$ cat config.mk
export PLATFORM = sky130hd
export DESIGN_NAME = spi_reg_interface
export DESIGN_NICKNAME = d
export VERILOG_FILES = /design/src/rtl/spi_reg_interface.sv
export SDC_FILE = /design/constraint.sdc
export NUM_CORES = 1
export LEC_CHECK = 0
export CAP_MARGIN = 20
export CORE_ASPECT_RATIO = 0.9
export CORE_UTILIZATION = 30
export CTS_BUF_LIST = sky130_fd_sc_hd__clkbuf_4
export CTS_CLUSTER_SIZE = 14
export DETAILED_ROUTE_END_ITERATION = 7
export GPL_TIMING_DRIVEN = 0
export PLACE_DENSITY_LB_ADDON = 0.12
export REMOVE_ABC_BUFFERS = 1
export SYNTH_ARGS = -nofsm -noshare
export SYNTH_HDL_FRONTEND = slang
export SYNTH_SLANG_ARGS = --single-unit
$ cat constraint.sdc
create_clock -name clk -period 3.35 [get_ports clk]
set_input_delay 1.005 -clock clk [delete_from_list [all_inputs] [get_ports clk]]
set_output_delay 1.005 -clock clk [all_outputs]
set_load 0.01 [all_outputs]
$ cat src/rtl/spi_reg_interface.sv
// spi_reg_interface: SPI mode-0 write-only slave feeding the PWM configuration registers.
// Pins are synchronized into clk; 16-bit frames {rw, addr[6:0], data[7:0]} are
// committed on the chip-select rising edge when well formed.
module spi_reg_interface #(
  parameter int unsigned SYNC_STAGES = 2,
  parameter int unsigned MAX_ADDR    = 4
) (
  input  logic       clk,
  input  logic       rst,
  input  logic       sclk,
  input  logic       copi,
  input  logic       ncs,
  output logic [7:0] en_reg_out_7_0,
  output logic [7:0] en_reg_out_15_8,
  output logic [7:0] en_reg_pwm_7_0,
  output logic [7:0] en_reg_pwm_15_8,
  output logic [7:0] pwm_duty_cycle,
  output logic       frame_done,
  output logic       frame_err
);

  localparam int unsigned FRAME_BITS = 16;
  localparam int unsigned CNT_W      = 5;
  localparam int unsigned CNT_SAT    = FRAME_BITS + 1;
  localparam int unsigned ADDR_W     = 7;
  localparam int unsigned DATA_W     = 8;
  localparam int unsigned RW_BIT     = FRAME_BITS - 1;
  localparam int unsigned ADDR_LSB   = DATA_W;

  logic [SYNC_STAGES-1:0] r_sclk_sync;
  logic [SYNC_STAGES-1:0] r_copi_sync;
  logic [SYNC_STAGES-1:0] r_ncs_sync;
  logic [SYNC_STAGES-1:0] r_sync_vld;
  logic                   r_sclk_prev;
  logic                   r_ncs_prev;
  logic                   r_ncs_seen_high;

  logic [FRAME_BITS-1:0]  r_shift;
  logic [CNT_W-1:0]       r_bit_cnt;
  logic                   r_armed;

  logic [DATA_W-1:0]      r_reg0;
  logic [DATA_W-1:0]      r_reg1;
  logic [DATA_W-1:0]      r_reg2;
  logic [DATA_W-1:0]      r_reg3;
  logic [DATA_W-1:0]      r_reg4;
  logic                   r_frame_done;
  logic                   r_frame_err;

  logic                   w_sclk;
  logic                   w_copi;
  logic                   w_ncs;
  logic                   w_sclk_rise;
  logic                   w_ncs_fall;
  logic                   w_ncs_rise;
  logic [ADDR_W-1:0]      w_addr;
  logic [DATA_W-1:0]      w_data;
  logic                   w_commit_ok;
  logic                   w_close;

  // Input synchronizers; r_sync_vld marks when the chains carry real pin samples.
  always_ff @(posedge clk or posedge rst) begin
    if (rst) begin
      r_sclk_sync <= '0;
      r_copi_sync <= '0;
      r_ncs_sync  <= '1;
      r_sync_vld  <= '0;
    end else begin
      r_sclk_sync <= {r_sclk_sync[SYNC_STAGES-2:0], sclk};
      r_copi_sync <= {r_copi_sync[SYNC_STAGES-2:0], copi};
      r_ncs_sync  <= {r_ncs_sync[SYNC_STAGES-2:0], ncs};
      r_sync_vld  <= {r_sync_vld[SYNC_STAGES-2:0], 1'b1};
    end
  end

  assign w_sclk = r_sclk_sync[SYNC_STAGES-1];
  assign w_copi = r_copi_sync[SYNC_STAGES-1];
  assign w_ncs  = r_ncs_sync[SYNC_STAGES-1];

  // Edge-detect history; ncs must be seen truly high after reset before a fall can arm.
  always_ff @(posedge clk or posedge rst) begin
    if (rst) begin
      r_sclk_prev     <= 1'b0;
      r_ncs_prev      <= 1'b1;
      r_ncs_seen_high <= 1'b0;
    end else begin
      r_sclk_prev <= w_sclk;
      r_ncs_prev  <= w_ncs;
      if (r_sync_vld[SYNC_STAGES-1] && w_ncs) begin
        r_ncs_seen_high <= 1'b1;
      end
    end
  end

  assign w_sclk_rise = w_sclk & ~r_sclk_prev;
  assign w_ncs_fall  = ~w_ncs & r_ncs_prev & r_ncs_seen_high;
  assign w_ncs_rise  = w_ncs & ~r_ncs_prev;

  assign w_addr      = r_shift[ADDR_LSB +: ADDR_W];
  assign w_data      = r_shift[DATA_W-1:0];
  assign w_close     = w_ncs_rise & r_armed;
  assign w_commit_ok = (r_bit_cnt == CNT_W'(FRAME_BITS)) && r_shift[RW_BIT] &&
                       (w_addr <= ADDR_W'(MAX_ADDR));

  // Frame capture: arm on ncs fall, shift on qualified sclk rise, disarm on ncs rise.
  always_ff @(posedge clk or posedge rst) begin
    if (rst) begin
      r_shift   <= '0;
      r_bit_cnt <= '0;
      r_armed   <= 1'b0;
    end else if (w_ncs_fall) begin
      r_shift   <= '0;
      r_bit_cnt <= '0;
      r_armed   <= 1'b1;
    end else if (w_close) begin
      r_armed   <= 1'b0;
    end else if (w_sclk_rise && !w_ncs && r_armed) begin
      r_shift <= {r_shift[FRAME_BITS-2:0], w_copi};
      if (r_bit_cnt != CNT_W'(CNT_SAT)) begin
        r_bit_cnt <= r_bit_cnt + CNT_W'(1);
      end
    end
  end

  // Register file update and one-cycle status pulses at frame close.
  always_ff @(posedge clk or posedge rst) begin
    if (rst) begin
      r_reg0       <= '0;
      r_reg1       <= '0;
      r_reg2       <= '0;
      r_reg3       <= '0;
      r_reg4       <= '0;
      r_frame_done <= 1'b0;
      r_frame_err  <= 1'b0;
    end else begin
      r_frame_done <= 1'b0;
      r_frame_err  <= 1'b0;
      if (w_close) begin
        if (w_commit_ok) begin
          r_frame_done <= 1'b1;
          case (w_addr)
            ADDR_W'(0): r_reg0 <= w_data;
            ADDR_W'(1): r_reg1 <= w_data;
            ADDR_W'(2): r_reg2 <= w_data;
            ADDR_W'(3): r_reg3 <= w_data;
            ADDR_W'(4): r_reg4 <= w_data;
            default:    ;
          endcase
        end else begin
          r_frame_err <= 1'b1;
        end
      end
    end
  end

  assign en_reg_out_7_0  = r_reg0;
  assign en_reg_out_15_8 = r_reg1;
  assign en_reg_pwm_7_0  = r_reg2;
  assign en_reg_pwm_15_8 = r_reg3;
  assign pwm_duty_cycle  = r_reg4;
  assign frame_done      = r_frame_done;
  assign frame_err       = r_frame_err;

endmodule
## Yosys cells after proc, flatten, opt, wreduce, memory -nomap -nowiden

Index checks and enable logic that the tools add are counted.

- Bitwise gates (word level): 8
- Order comparisons: 1
- $add $sub $neg: 1
- Eq/ne operators: 7
- Reductions and logical operators: 17
- Muxes and demuxes: 13

Operator list:

| kind | number |
|---|---|
| $mux 16 | 3 |
| $mux 5 | 4 |
| $reduce_and 3->1 | 6 |
| $eq 7x2->1 const B | 2 |
| $eq 7x1->1 const B | 1 |
| $eq 7x3->1 const B | 1 |
| $le 7x3->1 const B | 1 |
| $logic_not 7->1 | 1 |
| $mux 1 | 6 |
| $reduce_bool 2->1 | 3 |
| $add 5x1->5 const B | 1 |
| $and 1x1->1 | 5 |
| $eq 5x5->1 const B | 1 |
| $logic_and 1x1->1 | 5 |
| $ne 5x5->1 const B | 1 |
| $not 1->1 | 3 |
| $ne 2x2->1 const B | 1 |
| $reduce_and 2->1 | 1 |
| $logic_not 1->1 | 1 |

- Register bits after elaboration: 75
- Bits of input ports: 5
- Word-level logic and storage cells: 64
- Output and inout bits: 42

## Longest topological paths before layout

- Depth in word-level cells: 7
- Depth in mapped cells: 8

## Worst setup path after synthesis

OpenSTA, ideal clock, no wires.

- Path type: register -> register
- Start: register r_bit_cnt[0]
- End: register r_reg1[0], in the netlist en_reg_out_15_8[0]
- Data required time: 3225 ps
- Library setup time: 125 ps
- Cell stages (with the launch flop): 9
- Setup slack: 1506 ps
- Buffers on the path: 2
- Arrival: 1719 ps
- Cell sequence: dfrtp_1 > inv_1 > ha_1 > nor2b_1 > and3_2 > clkbuf_2 > and4_1 > buf_4 > mux2_2

- Longest elaborated chain between the ends: 4

Ends and longest elaborated chain:

| element | line | text |
|---|---|---|
| start, declared | 39 | `logic [CNT_W-1:0] r_bit_cnt;` |
| start signal, assigned | 120 | `r_bit_cnt <= r_bit_cnt + CNT_W'(1);` |
| $eq 5x5->1 | 102 | `assign w_commit_ok = (r_bit_cnt == CNT_W'(FRAME_BITS)) && r_shift[RW_BIT] &&` |
| $logic_and 1x1->1 (2 in series) | 102 |  |
| $reduce_and 3->1 (no source line) | -- |  |
| end signal, assigned | 143 | `ADDR_W'(1): r_reg1 <= w_data;` |
| end, declared | 43 | `logic [DATA_W-1:0] r_reg1;` |

No other way between the ends.
A chain may end at the register's enable or synchronous reset.

## Worst setup path after layout

- Start: register r_reg3[0], in the netlist en_reg_pwm_15_8[0]
- End: output port en_reg_pwm_15_8[0]

RTL lines:

| element | line | text |
|---|---|---|
| start, declared | 45 | `logic [DATA_W-1:0] r_reg3;` |
| start signal, assigned | 145 | `ADDR_W'(3): r_reg3 <= w_data;` |
| end, declared | 16 | `output logic [7:0] en_reg_pwm_15_8,` |

No word-level cell between the ends.

==> results.ini <==
[global_routing]
grt_max_degree = 53
antenna_found_initial = 0
grt_util_all_layers = 0.129
grt_overflow = 0
grt_pass1_wl_um = 9630
first_global_vias = 1884

[placed_design]
dp_cells = 384
finalWeightedCongestion = 0.679
dpl.hpwl_um = 3650
io_buffers = 46

[detailed_routing]
viasPerCell = 4.56
dr.pass1.iters = 4
wl_met3_um = 222
drc = 0
routed-wl-met2_um = 2610
drt-total-wl_um = 5690
drt-met1-wl_um = 2770
drt_iter0_drc = 72
wl_per_cell_um = 14.2
route.vias.total = 1825
ant_nets = 0
highest_layer = met4

[cts]
insertion_delay_ns = 0.42
cts.clk_slew.worst_paths_ns = 0.12
clk_path_buf_depth = 2
cts_setup_buffers = 0
numCtsBuffers = 9
hold_buffers = 0
cts_tree = done
cts_root_buffer = clkbuf_4
htreeDepth = 3
cts-resized-gates = 0
cts_sinks = 75

[timing]
rsz0062_at_grt = false
period_needed_ns = 2.37
relSlewSlack = 0.333
clock.fmax_mhz = 422
setup_viol_count_final = 0
skew_ns = 0.00833
period_share = 0.707
worst_slew_pin_slew_ns = 1.00
slew_viol_final = 0
hold_violations = 0

[power_and_ir_drop]
pwr-share-seq = 0.634
peakVddDrop_uv = 158
comb_power_share = 0.064
leakage_nw = 1.66
power.density_mw_per_mm2 = 421
p_int_w = 0.00112
swShare = 0.273
power_frac_clock = 0.302
switchingPower_w = 0.000423
power_w = 0.00155

[floorplanning]
start_util = 0.317
num_rows = 33
dieWidth_um = 107
die_y_um = 96.2
core_area_sq_mm = 0.00933
die_area_sq_mm = 0.0103
io_pins = 47

[setup_path]
path_depth = 1
crit_start = en_reg_pwm_15_8[0]$_DFFE_PP0P_
timing.critical_path.to = en_reg_pwm_15_8[0]
cp_max_fo = 2
crit_path_max_incr_delay_ns = 0.55
startpoint_type = register
r2r-start = r_ncs_sync[1]$_DFF_PP1_
ff2ff_path_depth = 4
end_kind = primary output
ff2ff_setup_slack_ns = 1.17
slowest_stage = clkdlybuf4s50_1
r2r-end = en_reg_pwm_7_0[6]$_DFFE_PP0P_
cp_cell_sequence = clkdlybuf4s50_1
crit_required_ns = 2.34
arrival_ns = 1.36
worstSetupPathType = reg2out
crit_buf_inv = 1
crit_family = buffers and inverters

[synth]
seq_area_frac_synth = 0.636
yosysWarnings = 0
syn_inst = 223
synthesis.area_sq_mm = 0.00296
synth_seq_cells = 75
syn_avg_cell_area_sq_um = 13.3
yosysUniqueCellTypes = 33

[layout]
stdcell_count = 400
syn2layout_area_growth_pct = 24.3
final_cell_mix = dfrtp_1, clkdlybuf4s50_1, mux2_2
nets = 281
final_common_cell = dfrtp_1
drive_gt1_frac = 0.252
n_antenna_cell = 0

[hold_path]
holdCritPathClass = reg2reg

[outcome]
status = finished, final reports clean

[run]
drv_cap = 0

-- metal layers --
| layer | vias to the layer above | track usage |
|---|---|---|
| li1 | 870 | - |
| met1 | 908 | 0.165 |
| met2 | 39 | 0.195 |
| met3 | 8 | 0.0427 |
| met4 | 0 | 0.0651 |
| met5 | - | 0 |
-- power by group through the flow --
| stage | registers, W | logic [W] | clock network, W |
|---|---|---|---|
| after floorplan | 0.000985 | 0.0000716 | 0 |
| after global placement | 0.00100 | 0.0000959 | 0 |
| after detailed placement | 0.00100 | 0.000103 | 0 |
| after CTS | 0.000982 | 0.000103 | 0.000504 |
| after global routing | 0.000990 | 0.000119 | 0.000542 |
| final | 0.000981 | 0.0000991 | 0.000468 |
-- layout make-up --
type / instances / area (sq um)
Multi-Input combinational cell: 134 / 1020
Tap cell: 122 / 153
Inverter: 6 / 25.0
Fill cell: 935 / 5660
Clock buffer: 9 / 67.6
Timing Repair Buffer: 47 / 488
Sequential cell: 75 / 1880
Clock inverter: 7 / 43.8
-- worst min path at each step --
stage	slack, ns	end	cells past startpoint	from
after CTS	0.37	r_ncs_sync[1]$_DFF_PP1_	0	r_ncs_sync[0]$_DFF_PP1_
after detailed placement	0.35	r_sync_vld[1]$_DFF_PP0_	0	r_sync_vld[0]$_DFF_PP0_
after global routing	0.37	r_ncs_sync[1]$_DFF_PP1_	0	r_ncs_sync[0]$_DFF_PP1_
final	0.36	r_ncs_sync[1]$_DFF_PP1_	0	r_ncs_sync[0]$_DFF_PP1_
after floorplan	0.33	r_copi_sync[1]$_DFF_PP0_	0	r_copi_sync[0]$_DFF_PP0_
after global placement	0.33	r_sync_vld[1]$_DFF_PP0_	0	r_sync_vld[0]$_DFF_PP0_
-- state kept, by name, indices dropped and copies added, names as in the netlist, 2 cells and up --
name	flops
en_reg_out_15_8	8
en_reg_out_7_0	8
en_reg_pwm_15_8	8
en_reg_pwm_7_0	8
pwm_duty_cycle	8
r_bit_cnt	5
r_copi_sync	2
r_ncs_sync	2
r_sclk_sync	2
r_shift	16
r_sync_vld	2
-- kinds of logic after synthesis --
kind of cell               count (synthesis)  share of synthesized area
and+or+nand+nor                           60                      0.119
other                                      1                    0.00127
buffers and inverters                     14                     0.0195
DFF                                       75                      0.636
muxes                                     41                      0.156
AOI/OAI and AO/OA                         29                     0.0550
adders and majority gates                  3                     0.0127
-- Yosys cell counts, drive strengths merged --
cell | number | area share
a21o | 3 | 0.0076
a21oi | 4 | 0.0068
a22o | 1 | 0.0030
and2 | 1 | 0.0021
and3 | 1 | 0.0025
and4 | 1 | 0.0030
buf | 1 | 0.0025
clkbuf | 7 | 0.0093
conb | 1 | 0.0013
dfrtp | 72 | 0.61
dfstp | 3 | 0.027
ha | 3 | 0.013
inv | 6 | 0.0076
mux2 | 41 | 0.16
nand2 | 35 | 0.044
nand3 | 6 | 0.014
nand3b | 2 | 0.0064
nand4 | 1 | 0.0042
nand4b | 1 | 0.0030
nor2 | 4 | 0.0059
nor2b | 1 | 0.0021
nor3 | 2 | 0.0072
nor3b | 1 | 0.0042
nor4b | 2 | 0.016
o21ai | 19 | 0.032
o31ai | 1 | 0.0025
o32ai | 1 | 0.0030
or3 | 2 | 0.0042
-- through the flow --
| step | hold WS (ns) | utilization | TNS (ns) | worst slack, ns | cell area, sq um |
|---|---|---|---|---|---|
| finish | 0.365 | 0.394 | 0 | 0.983 | 3670 |
| global route | 0.375 | 0.394 | 0 | 0.899 | 3670 |
| CTS | 0.367 | 0.394 | 0 | 0.927 | 3670 |
| detailed placement | 0.345 | 0.382 | 0 | 1.18 | 3560 |
| global placement | 0.332 | 0.379 | -67.51 | -0.937 | 3530 |
| floorplan | 0.331 | - | 0 | 0.440 | 2920 |
(Power assumes the default switching activity.)
